<file path="config.mk">
export PLATFORM = sky130hd
export DESIGN_NAME = fp_compare_pipe
export DESIGN_NICKNAME = d
export VERILOG_FILES = /design/src/rtl/fp_compare_pipe.sv
export SDC_FILE = /design/constraint.sdc
export NUM_CORES = 1
export LEC_CHECK = 0
export ABC_AREA = 1
export ABC_CLOCK_PERIOD_IN_PS = 6400
export CORE_AREA = 2 2 168 170
export DETAILED_ROUTE_END_ITERATION = 10
export DIE_AREA = 0 0 170 172
export GPL_ROUTABILITY_DRIVEN = 0
export GPL_TIMING_DRIVEN = 0
export PLACE_DENSITY = 0.56
export SLEW_MARGIN = 0
export SYNTH_ARGS = -nofsm -noshare
export SYNTH_HDL_FRONTEND = slang
export SYNTH_SLANG_ARGS = --single-unit
</file>
<file path="constraint.sdc">
create_clock -name CLK -period 6.4 [get_ports CLK]
set_clock_uncertainty 0.15 [all_clocks]
set_input_delay 1.28 -clock CLK [delete_from_list [all_inputs] [get_ports CLK]]
set_output_delay 1.28 -clock CLK [all_outputs]
set_load 0.02 [all_outputs]
</file>
<file path="src/rtl/fp_compare_pipe.sv">
// Pipelined NaN-aware IEEE-754 compare/min/max (FEQ/FLT/FLE/FMIN/FMAX, SP and DP)
// with a valid/ready handshake. Define FPCMP_CLASS_EN to add FCLASS on OP=101.
module fp_compare_pipe #(
  parameter int unsigned STAGES     = 2,
  parameter int unsigned TAG_W      = 5,
  parameter bit          SUPPORT_DP = 1'b1
) (
  input  logic             CLK,
  input  logic             RST,
  input  logic             IN_VALID,
  output logic             IN_READY,
  input  logic [63:0]      INPUT_1,
  input  logic [63:0]      INPUT_2,
  input  logic             SP_DP,
  input  logic [2:0]       OP,
  input  logic [TAG_W-1:0] TAG_IN,
  output logic             OUT_VALID,
  input  logic             OUT_READY,
  output logic [63:0]      RESULT,
  output logic             FLAG_NV,
  output logic [TAG_W-1:0] TAG_OUT,
  output logic             BUSY
);

  localparam logic [31:0] SP_QNAN = 32'h7FC0_0000;
  localparam logic [63:0] DP_QNAN = 64'h7FF8_0000_0000_0000;

  typedef enum logic [2:0] {
    OP_FEQ    = 3'b000,
    OP_FLT    = 3'b001,
    OP_FLE    = 3'b010,
    OP_FMIN   = 3'b011,
    OP_FMAX   = 3'b100,
    OP_FCLASS = 3'b101
  } op_e;

  typedef struct packed {
    logic        sign;
    logic [62:0] mag;   // exponent:mantissa, orders like an unsigned integer
    logic [63:0] val;   // SP values zero-extended so equality works for both widths
    logic        nan;
    logic        snan;
    logic        zero;
    logic [9:0]  cls;
  } operand_t;

  function automatic operand_t unpack_op(input logic [63:0] raw, input logic dp);
    operand_t o;
    logic [31:0] sp;
    logic exp_ones, exp_zero, man_zero, quiet, inf, sub, norm;
    o  = '0;
    // Improperly NaN-boxed SP operands read as the canonical quiet NaN.
    sp = (raw[63:32] == 32'hFFFF_FFFF) ? raw[31:0] : SP_QNAN;
    if (dp) begin
      o.val    = raw;
      o.sign   = raw[63];
      o.mag    = raw[62:0];
      exp_ones = &raw[62:52];
      exp_zero = ~|raw[62:52];
      man_zero = ~|raw[51:0];
      quiet    = raw[51];
    end else begin
      o.val    = {32'h0, sp};
      o.sign   = sp[31];
      o.mag    = {32'h0, sp[30:0]};
      exp_ones = &sp[30:23];
      exp_zero = ~|sp[30:23];
      man_zero = ~|sp[22:0];
      quiet    = sp[22];
    end
    o.nan  = exp_ones & ~man_zero;
    o.snan = o.nan & ~quiet;
    o.zero = exp_zero & man_zero;
    inf    = exp_ones & man_zero;
    sub    = exp_zero & ~man_zero;
    norm   = ~exp_ones & ~exp_zero;
    o.cls  = {o.nan & quiet, o.snan,
              ~o.sign & inf, ~o.sign & norm, ~o.sign & sub, ~o.sign & o.zero,
              o.sign & o.zero, o.sign & sub, o.sign & norm, o.sign & inf};
    return o;
  endfunction

  logic        w_dp;
  operand_t    w_a, w_b;
  logic        w_any_nan, w_any_snan, w_both_zero;
  logic        w_lt_total, w_lt, w_eq;
  logic [63:0] w_minmax;
  logic [63:0] w_res;
  logic        w_nv;
  logic        w_unused_cls;

  assign w_dp = SUPPORT_DP && SP_DP;
  assign w_a  = unpack_op(INPUT_1, w_dp);
  assign w_b  = unpack_op(INPUT_2, w_dp);
  assign w_unused_cls = ^{w_a.cls, w_b.cls};

  always_comb begin
    w_any_nan   = w_a.nan | w_b.nan;
    w_any_snan  = w_a.snan | w_b.snan;
    w_both_zero = w_a.zero & w_b.zero;
    // Total order with -0 < +0; FLT/FLE mask the signed-zero case out below.
    if (w_a.sign != w_b.sign) w_lt_total = w_a.sign;
    else if (w_a.sign)        w_lt_total = w_a.mag > w_b.mag;
    else                      w_lt_total = w_a.mag < w_b.mag;
    w_lt = w_lt_total & ~w_both_zero;
    w_eq = w_both_zero | (w_a.val == w_b.val);

    if (w_a.nan & w_b.nan)                 w_minmax = w_dp ? DP_QNAN : {32'h0, SP_QNAN};
    else if (w_a.nan)                      w_minmax = w_b.val;
    else if (w_b.nan)                      w_minmax = w_a.val;
    else if (w_lt_total ^ (OP == OP_FMAX)) w_minmax = w_a.val;
    else                                   w_minmax = w_b.val;
    if (!w_dp) w_minmax[63:32] = 32'hFFFF_FFFF;

    w_res = '0;
    w_nv  = 1'b0;
    case (op_e'(OP))
      OP_FEQ: begin
        w_res[0] = ~w_any_nan & w_eq;
        w_nv     = w_any_snan;
      end
      OP_FLT: begin
        w_res[0] = ~w_any_nan & w_lt;
        w_nv     = w_any_nan;
      end
      OP_FLE: begin
        w_res[0] = ~w_any_nan & (w_lt | w_eq);
        w_nv     = w_any_nan;
      end
      OP_FMIN, OP_FMAX: begin
        w_res = w_minmax;
        w_nv  = w_any_snan;
      end
`ifdef FPCMP_CLASS_EN
      OP_FCLASS: w_res[9:0] = w_a.cls;
`endif
      default: ;
    endcase
  end

  // Pipeline: stage k loads when empty or when stage k+1 takes its contents.
  logic [STAGES-1:0] r_valid;
  logic [63:0]       r_result [STAGES];
  logic [STAGES-1:0] r_nv;
  logic [TAG_W-1:0]  r_tag    [STAGES];

  logic [STAGES-1:0] w_load;
  logic [STAGES-1:0] w_src_valid;
  logic [63:0]       w_src_result [STAGES];
  logic [STAGES-1:0] w_src_nv;
  logic [TAG_W-1:0]  w_src_tag    [STAGES];

  always_comb begin
    w_load = '0;
    w_load[STAGES-1] = ~r_valid[STAGES-1] | OUT_READY;
    for (int k = STAGES - 2; k >= 0; k--) begin
      w_load[k] = ~r_valid[k] | w_load[k+1];
    end
  end

  for (genvar g = 0; g < STAGES; g++) begin : g_src
    if (g == 0) begin : g_first
      assign w_src_valid[g]  = IN_VALID;
      assign w_src_result[g] = w_res;
      assign w_src_nv[g]     = w_nv;
      assign w_src_tag[g]    = TAG_IN;
    end else begin : g_next
      assign w_src_valid[g]  = r_valid[g-1];
      assign w_src_result[g] = r_result[g-1];
      assign w_src_nv[g]     = r_nv[g-1];
      assign w_src_tag[g]    = r_tag[g-1];
    end
  end

  always_ff @(posedge CLK) begin
    for (int k = 0; k < STAGES; k++) begin
      // NOTE: payload registers are reset too, because RESULT/FLAG_NV/TAG_OUT must read 0 after reset.
      if (RST) begin
        r_valid[k]  <= 1'b0;
        r_result[k] <= '0;
        r_nv[k]     <= 1'b0;
        r_tag[k]    <= '0;
      end else if (w_load[k]) begin
        r_valid[k] <= w_src_valid[k];
        // Payload only moves with a valid op, so bubbles never disturb held outputs.
        if (w_src_valid[k]) begin
          r_result[k] <= w_src_result[k];
          r_nv[k]     <= w_src_nv[k];
          r_tag[k]    <= w_src_tag[k];
        end
      end
    end
  end

  assign IN_READY  = w_load[0];
  assign OUT_VALID = r_valid[STAGES-1];
  assign RESULT    = r_result[STAGES-1];
  assign FLAG_NV   = r_nv[STAGES-1];
  assign TAG_OUT   = r_tag[STAGES-1];
  assign BUSY      = |r_valid;

endmodule

</file>
## Word-level counts from Yosys, hierarchy flattened

Memories as Yosys holds them, arrays and structs flattened.
Cells that the tools add are included.

- Order comparisons: 2
- Equal/unequal tests: 8
- Multiplexer cells: 37
- Bitwise logic cells: 31
- Reductions and logical operators: 27

Operator list:

| operator | count |
|---|---|
| two-way mux 64 bit | 6 |
| two-way mux 128 bit | 2 |
| two-way mux 63 bit | 2 |
| OR reduction 52 bit | 2 |
| two-way mux 32 bit | 3 |
| == test 32 bit (second input constant) | 2 |
| == test 64 bit | 1 |
| greater-than comparator 63 bit | 1 |
| less-than comparator 63 bit | 1 |
| OR reduction 23 bit | 2 |
| AND reduction 11 bit | 2 |
| OR reduction 11 bit | 2 |
| two-way mux 1 bit | 20 |
| AND reduction 8 bit | 2 |
| OR reduction 8 bit | 2 |
| bitwise AND 1 bit | 12 |
| two-way mux 5 bit | 2 |
| bitwise OR 1 bit | 10 |
| zero test 1 bit | 8 |
| inverter 1 bit | 8 |
| == test 3 x 2 -> 1 bit (second input constant) | 2 |
| OR reduction 2 bit | 3 |
| case mux 1 bit (4 select lines) | 1 |
| AND reduction 2 bit | 2 |
| other kinds (7) | 7 |

- Bits in registers: 4
- Memory bits (writable): 138
- Bits of input ports: 141
- Logic and storage cells: 111
- Memories kept: 2

Memories:

| name | depth | width | read ports | clocked after Yosys merged registers in | write ports | RTL line | RTL |
|---|---|---|---|---|---|---|---|
| r_result | 2 | 64 | 2 | 0 | 2 | 143 | `logic [63:0] r_result [STAGES];` |
| r_tag | 2 | 5 | 2 | 0 | 2 | 145 | `logic [TAG_W-1:0] r_tag [STAGES];` |

## Logic depth before layout (Yosys ltp)

Gate-level depths: netlist (run 1).

- Word-level depth: 14
- Depth in mapped cells: 33

## Least setup slack after synthesis (run 1)

No wires, ideal clock.

- Kind: input -> register
- Start point: input SP_DP
- End point: memory r_result[0][53] (data pin)
- Library setup time: 280 ps
- Arrival time: 4,432 ps
- Required time: 5,970 ps
- Slack: 1,538 ps
- Stages on the path: 25
- Path buffers: 6
- Cell sequence: clkbuf_1 clkbuf_1 buf_1 buf_1 nand2_1 ha_1 nand2_1 nor4b_1 nand2_1 inv_1 nand4_1 nor2_1 nand2_1 nand2_1 nand2_1 nand2_1 nand2_1 nand2_1 nand3_2 buf_8 inv_4 buf_6 nand2_2 nand3_2 a21oi_2

RTL lines:

| item | RTL line | RTL |
|---|---|---|
| from (decl) | 14 | `input logic SP_DP,` |
| to (decl) | 143 |  |

==> key figures, run 1 <==
Pwr
  – Sw Ratio: 0.309
  – Sequential Power Share: 0.415
  – Comb pwr share: 0.220
  – Psw: a little over 800 µW
  – Leakage: ~0.0054 µW
  – Clock share of power: 0.366
  – Cell Int Power: approximately 1800 µW
  – Peak VDD IR: 0.149 mV
  – Power density over cell area: roughly 210 nW/µm²

Drt
  – DRC violation total after the first TritonRoute iteration: roughly 830
  – Routed Antenna Nets: 0
  – Routed WL: around 32,000 µm
  – Routed wire per std cell: between 15 and 20 µm
  – Vias/cell: between 5 and 6
  – Drc violations: 0
  – DR vias: about 9,000
  – DRT Pass-1 Iters: 5

STA
  – Max-slew violations: 0
  – Final min period: between 6 and 7 ns
  – Final setup violation count: 0
  – Final Hold Fails: 0
  – Highest clock rate: 164 MHz
  – Slew headroom: 0.480
  – TNS Setup: 0 ns
  – Period utilization: 0.953
  – Worst slew pin tran: ~0.78 ns
  – Final worst slack: 0.299 ns
  – RSZ-0062 raised after global routing: false

Place
  – DP HPWL: between 20,000 and 25,000 µm
  – Pre-CTS WS: -0.331 ns
  – Port-buffer cells: roughly 210
  – Placed cell areas: about 12,000 µm²

Synthesis
  – Post-Syn Area per Cell: about 7.9 µm²
  – Synth warnings: 0
  – Sequential share of the synthesized area: 0.446
  – Synth cell types: 46
  – Netlist Area Pre-Place: 9470 µm²
  – Ys flop type: edfxtp_1
  – Mapped Cells: 1,197
  – Post-synth EDFFs: about 140
  – FF+latch count, synth: 142
  – Mapped Nets: approximately 1,400
  – FFs w/ async S/R, synth: 0

Floorplan
  – Chip Height: 172 µm
  – Row cnt: 61
  – Num ports: 214
  – Initial Util: 0.345
  – Die ar.: between 20,000 and 30,000 µm²
  – Core Box Area: ~27,000 µm²
  – Chip Width: 170 µm

Global route
  – Antenna violations before repair: 1
  – Vias in the first global route: slightly below 9,000
  – First-pass GRT wire length: 48,300 µm
  – GRT Residual Overflow: 0
  – Overall Global Routing Usage: 0.218
  – Largest net degree at the start of global routing: between 60 and 70

Clocking
  – Worst-path clk slew: roughly 0.070 ns
  – H-tree Lvls: 4
  – Root buffer cell: clkbuf_16
  – Clock Sinks: between 100 and 150
  – Clock insertion delay at the later pin of the skew report: 0.43 ns
  – Post-CTS setup buffer count: 0
  – Num CTS Buffers: 17
  – Clock tree buffer depth: 2
  – CTS tree: built

Cells and area
  – Fillers: between 2,000 and 3,000
  – Final net count: roughly 1,600
  – Commonest non-fill, non-tap cell in the layout: nand2_1
  – Multi-input combinational cell area: 4370 µm²
  – Area growth, synth to finish: 33.6%
  – Most frequent cells in the layout: 291 x nand2_1, 213 x clkdlybuf4s50_1, 171 x nor2_1
  – Final instance area: 12,700 µm²
  – FF+latch area: around 4200 µm²
  – Layout cells sized above 1: 0.0776

Worst setup path
  – Crit path kind: in -> reg
  – Req. time, crit path: between 6 and 7 ns
  – CP Capture Type: flip-flop
  – CP max FO: 10
  – Startpoint Class: primary input
  – Worst Path Arrival: around 6 ns

Run
  – Max_cap viols: 0

Run status
  – Status: complete, no violations

Min path
  – Min-Delay Path Class: reg -> reg
==> worst max-delay path, cell delays in order <==
cell,delay (ns)
clkdlybuf4s50_1,0.55
clkbuf_1,0.43
clkbuf_1,0.40
buf_1,0.54
nand2_1,0.20
ha_1,0.37
nand4_1,0.10
nor3_1,0.29
nand2_1,0.14
inv_1,0.12
nand4_1,0.15
nor2_1,0.19
nand2_1,0.08
nand2_1,0.07
nand2_1,0.05
nand2_1,0.07
nand2_1,0.07
nand2_1,0.08
nand3_2,0.09
nand2_2,0.16
buf_2,0.26
o21ai_0,0.11
a21oi_1,0.35
==> registers in the layout, summed over array words and instances, names as in the netlist <==
| name | flops |
|---|---|
| r_nv | 2 |
| r_result | 128 |
| r_tag | 10 |
| r_valid | 2 |
==> layer usage <==
layer / vias up / global-route usage / wire (µm)
met4: 0 / 0.0788 / 861
met2: 324 / 0.371 / 15000
met1: 4212 / 0.287 / 14200
li1: 4471 / - / -
met5: - / 0 / 0
met3: 52 / 0.0266 / 1730
==> per-stage QoR <==
step                utilization  total power [µW]  std cells  hold slack, ns
finish                    0.461              2640       1790           0.328
floorplan                     -              1420       1197           0.296
global route              0.461              2740       1790           0.391
detailed placement        0.441              1690       1758           0.321
global placement          0.438              1680       1756           0.314
CTS                       0.461              2650       1790           0.334
==> path summary, 6_finish.rpt <==
| path | startpoint | endpoint | slack (ns) | cells past startpoint |
|---|---|---|---|---|
| setup reg to reg | r_valid[1] | r_result[0][45] | 3.27 | 10 |
| hold reg to reg | r_nv[0] | r_nv[0] | 0.33 | 2 |
| setup / recovery | SP_DP | r_result[0][2] | 0.30 | 23 |
| hold / removal | r_nv[0] | r_nv[0] | 0.33 | 2 |
==> Yosys cell counts, types with 2 or more instances <==
| cell type | number | area share |
|---|---|---|
| inv_2 | 4 | 0.0016 |
| a31oi_1 | 5 | 0.0033 |
| edfxtp_1 | 138 | 0.44 |
| a21boi_1 | 2 | 0.0016 |
| nor2_1 | 171 | 0.068 |
| nor3_1 | 17 | 0.0090 |
| buf_6 | 5 | 0.0059 |
| nand2_1 | 293 | 0.12 |
| nor2_2 | 5 | 0.0033 |
| a211oi_1 | 5 | 0.0040 |
| o211ai_1 | 16 | 0.013 |
| nand2_2 | 18 | 0.012 |
| nand3_2 | 15 | 0.016 |
| o311ai_0 | 2 | 0.0018 |
| nor4_1 | 27 | 0.018 |
| ha_1 | 55 | 0.073 |
| o21ai_1 | 2 | 0.0011 |
| buf_2 | 8 | 0.0042 |
| o21ai_0 | 34 | 0.018 |
| buf_1 | 5 | 0.0020 |
| buf_8 | 2 | 0.0032 |
| nand4_1 | 21 | 0.014 |
| dfxtp_1 | 4 | 0.0085 |
| nand3_1 | 45 | 0.024 |
| clkbuf_1 | 24 | 0.0095 |
| inv_1 | 162 | 0.064 |
| a21oi_1 | 80 | 0.042 |
| a21oi_2 | 10 | 0.0092 |
| clkinv_1 | 5 | 0.0020 |
==> final cells by class <==
type	count	share of cell area
tap	346	0.0342
timing repair buffer	215	0.173
clock inverter	15	0.00979
buffer	44	0.0192
clock buffer	17	0.0336
multi-input combinational	838	0.345
inverter	172	0.0512
antenna	1	0.000198
sequential	142	0.334
==> power groups by stage <==
stage	clock, µW	sequential (µW)	combinational (µW)
floorplan	0	1150	266
global route	1010	1100	633
global placement	0	1120	561
CTS	981	1100	576
finish	964	1090	579
detailed placement	0	1120	573
==> kinds of logic (layout without fill, tap and decap cells) <==
kind of cell,after synthesis,count (layout),synth area share
AOI/OAI and AO/OA,164,164,0.101
xor gates and xnor gates,1,1,0.000925
adders and majority gates,55,55,0.0727
buffers and inverters,217,463,0.0941
DFF,142,142,0.446
other,0,1,0
and+or+nand+nor,618,618,0.285
==> repair_timing <==
action / CTS / global route
endpoints found under the setup margin: 0 / 64
endpoints found under the hold margin: 0 / 0
gates resized for setup: 0 / 3
hold buffers: 0 / 0
No activity file was read; power rests on OpenSTA's default activity.
==> run 2, diff against run 1 <==
CAP_MARGIN = 20   (was default)
CORE_AREA = 2 2 134 136   (was 2 2 168 170)
DIE_AREA = 0 0 136 138   (was 0 0 170 172)
GPL_TIMING_DRIVEN = default   (was 0)
PLACE_DENSITY = 0.83   (was 0.56)
==> run 2 against run 1 <==
Compared with the run above:
- clock power fell by 1%
- critical endpoint is now r_result[0][37]
- global-route usage rose by 8.4 points
- cell area fell by 2.5%
- via count rose by 2.3%
- die area fell by 36%
- first-iteration DRC count rose by 9.7%
- critical path depth rose by 3
- clock-buffer cell count rose by 3
- utilization rose by 24 points
- worst hold slack improved by 0.0086 ns
- fmax rose by 8.6%
- sequential power barely moved
==> key figures, run 2 (same netlist as run 1, synthesis figures left out) <==
Run status
  – Status: complete, no violations

Global route
  – Largest net degree at the start of global routing: 74 (+16%)
  – Overall Global Routing Usage: 0.303 (+0.0843)
  – First-pass GRT wire length: 44,300 µm (-8.3%)
  – GRT Residual Overflow: 0 (unchanged)
  – Antenna violations before repair: 1 (unchanged)
  – Vias in the first global route: 8,891 (+1.4%)

Clocking
  – Worst-path clk slew: 0.06 ns (about the same)
  – CTS tree: built
  – Hold-fix buffers, CTS: 0 (unchanged)
  – Clock tree buffer depth: 2 (unchanged)
  – Resize count post-CTS: 0 (unchanged)
  – Post-CTS setup buffer count: 0 (unchanged)
  – Num CTS Buffers: 17 (unchanged)
  – Root buffer cell: clkbuf_16
  – Clock Sinks: 142 (unchanged)
  – H-tree Lvls: 4 (unchanged)
  – Clock insertion delay at the later pin of the skew report: 0.43 ns (about the same)

Floorplan
  – Num ports: 214 (unchanged)
  – Die ar.: 18,800 µm² (-36%)
  – Initial Util: 0.540 (+0.195)
  – Chip Width: 136 µm (-20%)
  – Row cnt: 49 (-20%)
  – Core Box Area: 17,500 µm² (-36%)
  – Chip Height: 138 µm (-20%)

Place
  – Port-buffer cells: 213 (unchanged)
  – Dpl cells: 1,606 (-8.6%)
  – DP HPWL: 21,000 µm (-16%)
  – Placed cell areas: 11,800 µm² (-2.7%)

Cells and area
  – Layout cells sized above 1: 0.0738 (-0.00380)
  – Area growth, synth to finish: 30.3%
  – Biggest register: r_result
  – Max reg flops: 128 (unchanged)
  – Largest registers: r_result: 128 flops, r_tag: 10 flops
  – Final instance area: 12,300 µm² (-2.5%)
  – Final net count: 1,592 (-2.1%)
  – Post-Layout Cell Count: 1,639 (-8.4%)
  – Commonest non-fill, non-tap cell in the layout: nand2_1
  – Most frequent cells in the layout: 291 x nand2_1, 212 x clkdlybuf4s50_1, 170 x nor2_1

Drt
  – DRT Pass-1 Iters: 5 (unchanged)
  – DRC violation total after the first TritonRoute iteration: 908 (+9.7%)
  – Routed WL: 28,200 µm (-11%)
  – DR vias: 9,268 (+2.3%)
  – Routed Antenna Nets: 0 (unchanged)
  – Vias/cell: 5.65 (+12%)
  – Drc violations: 0 (unchanged)
  – Routed wire per std cell: 17.2 µm (-3.2%)

STA
  – Slew headroom: 0.445 (-0.0346)
  – Final Hold Fails: 0 (unchanged)
  – RSZ-0062 raised after global routing: false
  – TNS Setup: 0 ns (unchanged)
  – Worst slew pin tran: 0.832 ns (+0.0510 ns)
  – Final min period: 5.62 ns (-0.483 ns)
  – Max-slew violations: 0 (unchanged)
  – Highest clock rate: 178 MHz (+8.6%)
  – Final setup violation count: 0 (unchanged)
  – Period utilization: 0.878 (-0.0754)

Worst setup path
  – Worst R2R Path Depth: 10 (unchanged)
  – Worst path max stage delay: 0.50 ns (-0.05 ns)
  – CP Capture Type: flip-flop
  – Slowest CP cell: clkdlybuf4s50_1
  – Setup crit end: r_result[0][37]
  – Worst Path Arrival: 5.62 ns (-0.54 ns)
  – RR Endpoint: r_result[0][37]
  – Critical Path Source: INPUT_1[36]
  – Cell mode on critical path: nand2_1
  – Startpoint Class: primary input
  – Reg2reg setup slack: 3.28 ns (about the same)
  – Crit Reg-Reg Startpoint: r_valid[0]
  – Crit path kind: in -> reg
  – Req. time, crit path: 6.41 ns (-0.05 ns)
  – CP max FO: 29 (+19)

Run
  – Max_cap viols: 0 (unchanged)

Pwr
  – Power density over cell area: 212 nW/µm² (+1.5%)
  – Leakage: 0.00533 µW (-1.4%)
  – Peak VDD IR: 0.194 mV (+30%)

Min path
  – Min-Delay Path Class: reg -> reg
[run 2: cell types whose count changed in the layout (fill, tap and decap cells not counted), moves of 4 or more]
cell,change
buf_2,-7
buf_4,+8
buf_6,-5
clkbuf_1,-22
inv_6,-4
[run 2: worst max-delay path, delay by kind of cell]
| family | cells | cell delay (ns) |
|---|---|---|
| compound gates | 1 | 0.22 |
| fa+ha+maj | 1 | 0.20 |
| buf+inv | 3 | 1.00 |
| simple gates | 21 | 2.91 |
[run 2: worst min-delay path by stage]
| stage | start | to | slack (ns) | depth (start not counted) |
|---|---|---|---|---|
| CTS | r_nv[0] | r_nv[1] | 0.34 | 2 |
| global placement | r_nv[0] | r_nv[1] | 0.31 | 2 |
| detailed placement | r_nv[0] | r_nv[1] | 0.32 | 2 |
| floorplan | r_nv[0] | r_nv[0] | 0.30 | 2 |
| global route | r_nv[0] | r_nv[1] | 0.39 | 2 |
| finish | r_nv[0] | r_nv[1] | 0.34 | 2 |
[run 2: power by group]
| group | switching [µW] | internal [µW] |
|---|---|---|
| sequential | 19.2 | 1080 |
| combinational | 331 | 226 |
| clock | 407 | 547 |
| total | 758 | 1850 |
[run 2: cell type report]
type	instances	area, µm²
Antenna cell	1	2.50
Timing Repair Buffer	225	2250
Tap cell	229	287
Sequential cell	142	4220
Multi-Input combinational cell	838	4370
Inverter	172	648
Fill cell	1410	5190
Clock inverter	12	111
Clock buffer	20	447
[run 2: layer usage]
layer	global-route usage	wire, µm	vias up
li1	-	-	4394
met1	0.408	11100	4196
met2	0.476	12900	578
met3	0.0532	2950	100
met4	0.139	1260	0
met5	0	0	-
[run 2: stage by stage]
stage / utilization / worst slack (ns) / power [µW] / hold WS [ns]
final: 0.704 / 0.782 / 2610 / 0.336
after global routing: 0.704 / 0.330 / 2700 / 0.395
after CTS: 0.704 / 0.918 / 2600 / 0.338
after detailed placement: 0.672 / 0.542 / 1660 / 0.322
after global placement: 0.671 / 0.637 / 1650 / 0.313
after floorplan: - / 1.54 / 1420 / 0.296
